===== config.mk =====
export PLATFORM = sky130hd
export DESIGN_NAME = hazard_ctrl
export DESIGN_NICKNAME = d
export VERILOG_FILES = /design/src/rtl/hazard_pkg.sv /design/src/rtl/hazard_scoreboard.sv /design/src/rtl/hazard_ctrl.sv
export SDC_FILE = /design/constraint.sdc
export NUM_CORES = 1
export LEC_CHECK = 0
export BUFFER_PORTS_ARGS = -buffer_cell sky130_fd_sc_hd__buf_2
export CAP_MARGIN = 20
export CORE_AREA = 8 8 56 58
export DETAILED_ROUTE_END_ITERATION = 16
export DIE_AREA = 0 0 64 66
export HOLD_SLACK_MARGIN = 0.05
export PLACE_DENSITY = 0.79
export SKIP_LAST_GASP = 1
export SLEW_MARGIN = 20
export SYNTH_ARGS = -nofsm -noshare
export SYNTH_HDL_FRONTEND = slang
export SYNTH_HIERARCHICAL = 1
export SYNTH_SLANG_ARGS = --single-unit

===== constraint.sdc =====
create_clock -name clk -period 2.3 [get_ports clk]
set_input_delay 0.23 -clock clk [delete_from_list [all_inputs] [get_ports clk]]
set_output_delay 0.23 -clock clk [all_outputs]
set_load 0.01 [all_outputs]

===== src/rtl/hazard_pkg.sv =====
// Shared types for the hazard controller: scoreboard record layout, forwarding
// select encoding, PC-write FSM states and the register-match helper.
package hazard_pkg;

  localparam logic [3:0] PC_REG = 4'd15;
  localparam int         REC_W  = 6;

  typedef struct packed {
    logic       valid;
    logic [3:0] wa;
    logic       ld;
  } stage_rec_t;

  typedef enum logic [1:0] {
    FWD_RF  = 2'b00,
    FWD_WB  = 2'b01,
    FWD_MEM = 2'b10
  } fwd_sel_t;

  typedef enum logic {
    IDLE = 1'b0,
    PCW  = 1'b1
  } pcw_state_t;

  // The PC is never a scoreboard dependency, on either side of the compare.
  function automatic logic rec_hit(stage_rec_t rec, logic [3:0] ra);
    return rec.valid && (rec.wa != PC_REG) && (ra != PC_REG) && (rec.wa == ra);
  endfunction

endpackage


===== src/rtl/hazard_scoreboard.sv =====
// In-flight destination records for the E, M and W stages. E captures the D
// instruction (dropped when D/E is flushed); M and W always advance.
module hazard_scoreboard
  import hazard_pkg::*;
(
  input  logic             clk,
  input  logic             reset,
  input  logic             i_reg_write,
  input  logic [3:0]       i_wa,
  input  logic             i_ld,
  input  logic             i_flush,
  output logic [REC_W-1:0] o_rec_e,
  output logic [REC_W-1:0] o_rec_m,
  output logic [REC_W-1:0] o_rec_w
);

  stage_rec_t r_rec_e;
  stage_rec_t r_rec_m;
  stage_rec_t r_rec_w;

  always_ff @(posedge clk) begin
    if (reset) begin
      r_rec_e <= '0;
      r_rec_m <= '0;
      r_rec_w <= '0;
    end else begin
      r_rec_e <= stage_rec_t'{valid: i_reg_write & ~i_flush, wa: i_wa, ld: i_ld};
      r_rec_m <= r_rec_e;
      r_rec_w <= r_rec_m;
    end
  end

  assign o_rec_e = r_rec_e;
  assign o_rec_m = r_rec_m;
  assign o_rec_w = r_rec_w;

endmodule


===== src/rtl/hazard_ctrl.sv =====
// Hazard and forwarding controller for the 5-stage pipeline. Define
// HAZARD_FORWARDING_EN for forwarding + load-use stalls; otherwise full RAW stalls.
module hazard_ctrl
  import hazard_pkg::*;
#(
  parameter int RBITS   = 4,
  parameter int PCW_LAT = 3
) (
  input  logic             clk,
  input  logic             reset,
  input  logic [RBITS-1:0] RA1D,
  input  logic [RBITS-1:0] RA2D,
  input  logic [RBITS-1:0] WA3D,
  input  logic             RegWriteD,
  input  logic             MemtoRegD,
  input  logic             PCSrcD,
  input  logic [RBITS-1:0] RA1E,
  input  logic [RBITS-1:0] RA2E,
  input  logic             BranchTakenE,
  output logic             StallF,
  output logic             StallD,
  output logic             FlushD,
  output logic             FlushE,
  output logic [1:0]       ForwardAE,
  output logic [1:0]       ForwardBE
);

  logic [REC_W-1:0] w_rec_e_bits;
  logic [REC_W-1:0] w_rec_m_bits;
  logic [REC_W-1:0] w_rec_w_bits;
  stage_rec_t       w_rec_e;
  stage_rec_t       w_rec_m;
  stage_rec_t       w_rec_w;
  logic [3:0]       w_ra1d;
  logic [3:0]       w_ra2d;
  logic [3:0]       w_ra1e;
  logic [3:0]       w_ra2e;
  logic             w_stall;
  logic             w_flush_e;
  logic             w_in_pcw;
  fwd_sel_t         w_fwd_a;
  fwd_sel_t         w_fwd_b;
  pcw_state_t       r_state;
  logic [2:0]       r_cnt;

  assign w_ra1d  = 4'(RA1D);
  assign w_ra2d  = 4'(RA2D);
  assign w_ra1e  = 4'(RA1E);
  assign w_ra2e  = 4'(RA2E);
  assign w_rec_e = stage_rec_t'(w_rec_e_bits);
  assign w_rec_m = stage_rec_t'(w_rec_m_bits);
  assign w_rec_w = stage_rec_t'(w_rec_w_bits);

  hazard_scoreboard u_scoreboard (
    .clk         (clk),
    .reset       (reset),
    .i_reg_write (RegWriteD),
    .i_wa        (4'(WA3D)),
    .i_ld        (MemtoRegD),
    .i_flush     (w_flush_e),
    .o_rec_e     (w_rec_e_bits),
    .o_rec_m     (w_rec_m_bits),
    .o_rec_w     (w_rec_w_bits)
  );

`ifdef HAZARD_FORWARDING_EN
  // Only a load in E cannot be forwarded in time; everything else bypasses.
  assign w_stall = w_rec_e.ld & (rec_hit(w_rec_e, w_ra1d) | rec_hit(w_rec_e, w_ra2d));
  assign w_fwd_a = rec_hit(w_rec_m, w_ra1e) ? FWD_MEM :
                   rec_hit(w_rec_w, w_ra1e) ? FWD_WB  : FWD_RF;
  assign w_fwd_b = rec_hit(w_rec_m, w_ra2e) ? FWD_MEM :
                   rec_hit(w_rec_w, w_ra2e) ? FWD_WB  : FWD_RF;
`else
  logic w_unused;
  assign w_unused = ^{w_ra1e, w_ra2e};
  // No bypass network: hold D until every pending writer has retired.
  assign w_stall = rec_hit(w_rec_e, w_ra1d) | rec_hit(w_rec_e, w_ra2d) |
                   rec_hit(w_rec_m, w_ra1d) | rec_hit(w_rec_m, w_ra2d) |
                   rec_hit(w_rec_w, w_ra1d) | rec_hit(w_rec_w, w_ra2d);
  assign w_fwd_a = FWD_RF;
  assign w_fwd_b = FWD_RF;
`endif

  assign w_flush_e = w_stall | BranchTakenE;
  assign w_in_pcw  = (r_state == PCW);

  always_ff @(posedge clk) begin
    if (reset || BranchTakenE) begin
      r_state <= IDLE;
      r_cnt   <= '0;
    end else begin
      case (r_state)
        IDLE: begin
          if (PCSrcD && !w_stall) begin
            r_state <= PCW;
            r_cnt   <= 3'(PCW_LAT);
          end
        end
        PCW: begin
          if (r_cnt == 3'd1) begin
            r_state <= IDLE;
            r_cnt   <= '0;
          end else begin
            r_cnt <= r_cnt - 3'd1;
          end
        end
        default: begin
          r_state <= IDLE;
          r_cnt   <= '0;
        end
      endcase
    end
  end

  assign FlushE    = ~reset & w_flush_e;
  assign FlushD    = ~reset & (BranchTakenE | w_in_pcw);
  assign StallD    = ~reset & w_stall & ~BranchTakenE;
  assign StallF    = ~reset & ((w_stall & ~BranchTakenE) | w_in_pcw);
  assign ForwardAE = reset ? FWD_RF : w_fwd_a;
  assign ForwardBE = reset ? FWD_RF : w_fwd_b;

endmodule

==> flow_metrics.py <==
metrics = {
    "die": {
        "design.core.area_um2": 2320,
        "floorplan.io_pins": 34,
        "chipWidth_um": 64,
        "num_rows": 18,
        "initial_utilization": 0.461,
        "die_y_extent_um": 66,
        "die_area_um2": 4220,
    },
    "timing": {
        "max_freq_mhz": 488,
        "rsz_0062_raised_after_global_routing": "no",
        "final.setup.tns_ps": 0,
        "report.final.setup_viol": 0,
        "hold_ws_ps": 145,
        "skew_ps": 7.86,
        "post-route-period-util": 0.891,
        "min_period_ps": 2050,
        "finalHoldViolCount": 0,
        "drv_slew": 0,
    },
    "routing": {
        "drtPass1Iterations": 4,
        "drtAntennaViolNets": 0,
        "via_count": 817,
        "drcViolationCount": 0,
        "drt_first_iter_violations": 15,
        "post_drt_via_cell_ratio": 4.98,
        "routed_wl_um": 2040,
        "wire_per_inst_um": 12.4,
    },
    "setup_path": {
        "path_class": "reg2out",
        "critical_path_required_ps": 2070,
        "critPathLaunch": "u_scoreboard/o_rec_m[4]",
        "arrival_ps": 1820,
        "crit_path_end_kind": "output pin",
        "worst_r2r_startpoint": "u_scoreboard/o_rec_m[4]",
        "cp_max_fo": 7,
        "worstSetupStartpointType": "register",
    },
    "global_route": {
        "grt_max_degree": 21,
        "grt_pass1_wl_um": 3430,
        "first_global_vias": 804,
        "gr-total-overflow": 0,
        "grt_use_total": 0.101,
        "antenna_found_initial": 0,
    },
    "final_layout": {
        "final_cell_mix": "20 x sky130_fd_sc_hd__buf_2, 19 x sky130_fd_sc_hd__dfxtp_1, 12 x sky130_fd_sc_hd__xor2_1, 12 x sky130_fd_sc_hd__xnor2_1, 11 x sky130_fd_sc_hd__nor2b_1",
        "fillers": 224,
        "final_layout_size_suffix_gt1_frac": 0.239,
        "finish.instance_area_um2": 1200,
        "antenna_cells": 0,
        "synthToLayoutAreaGrowth_pct": 12.8,
        "final_common_cell": "sky130_fd_sc_hd__buf_2",
        "post_layout_nets": 163,
        "final_core_utilization": 0.519,
    },
    "place": {
        "portBuffers": 20,
        "dp_hpwl_um": 1710,
        "place_congestion": 0.873,
        "placement_cell_area_um2": 1170,
    },
    "logic_synthesis": {
        "synth.yosys.warnings": 6,
        "synth.cell_area_um2": 1070,
        "mean_instance_size_in_the_synthesized_netlist_um2": 9.46,
        "synthesis.instances": 113,
    },
    "cts": {
        "clk_path_buf_depth": 2,
        "clock_tree_from_tritoncts": "done",
        "cts_root_buf": "sky130_fd_sc_hd__clkbuf_4",
        "cts.htree.levels": 1,
        "tritoncts.num_buffers": 3,
        "clk_pin_slew_ps": 100,
        "num_clock_sinks": 19,
        "clkLatencyLatePin_ps": 300,
    },
    "min_path": {
        "holdCritStartpoint": "WA3D[1]",
        "min_path_type": "in2reg",
    },
    "run_status": {
        "outcome": "finished, final reports clean",
    },
    "job": {
        "timing.max_cap.violations": 0,
    },
    "power": {
        "ir_drop_mv": 0.245,
        "finalPower_uw": 635,
        "p_leak_uw": 0.000517,
        "power_density_nw_per_um2": 527,
    },
}
## stage by stage
step | setup WS (ps) | instances
floorplan | 695 | 116
global placement | 493 | 160
detailed placement | 449 | 160
CTS | 144 | 164
global route | 101 | 164
finish | 250 | 164
## flip-flops by register name, indices dropped and copies added (netlist names)
name	count
r_cnt	3
r_state	1
u_scoreboard/o_rec_e	5
u_scoreboard/o_rec_m	5
u_scoreboard/o_rec_w	5
## timing repair
| item | 4_1_cts | 5_1_grt |
|---|---|---|
| hold buffers | 0 | 0 |
| gates resized for setup | 0 | 1 |
| buffers inserted | 0 | 0 |
| setup endpoints to repair | 0 | 1 |
## power breakdown
| group | switching [uW] | total (uW) | internal [uW] |
|---|---|---|---|
| Combinational | 56.1 | 112 | 56.3 |
| Sequential | 16.2 | 359 | 343 |
| Clock | 98.4 | 163 | 64.8 |
## metal layers
layer | wire length (um) | global-route usage
met4 | 30 | 0.0641
met2 | 1050 | 0.182
met5 | 0 | 0
met3 | 105 | 0.0305
met1 | 858 | 0.0996
## final cells by class
cell class,count,area [um^2],area share
Timing Repair Buffer,20,100,0.0831
Clock inverter,1,5.00,0.00415
Sequential cell,19,380,0.316
Tap cell,30,37.5,0.0312
Inverter,3,11.3,0.00935
Clock buffer,3,22.5,0.0187
Multi-Input combinational cell,88,648,0.538
## final timing paths
check | to | slack [ps] | depth (start not counted)
max | FlushE | 250 | 6
min | u_scoreboard/o_rec_e[2] | 140 | 2
max reg2reg | r_cnt[1] | 770 | 5
min reg2reg | u_scoreboard/o_rec_w[5] | 490 | 1
## critical path: stages, from the launching register on
cell and delay [ps]:
sky130_fd_sc_hd__dfxtp_1 370, sky130_fd_sc_hd__xor2_1 150, sky130_fd_sc_hd__nor4_1 370, sky130_fd_sc_hd__o211ai_2 200
sky130_fd_sc_hd__nor2b_4 170, sky130_fd_sc_hd__a21oi_1 120, sky130_fd_sc_hd__buf_2 140
(Power assumes the default switching activity.)
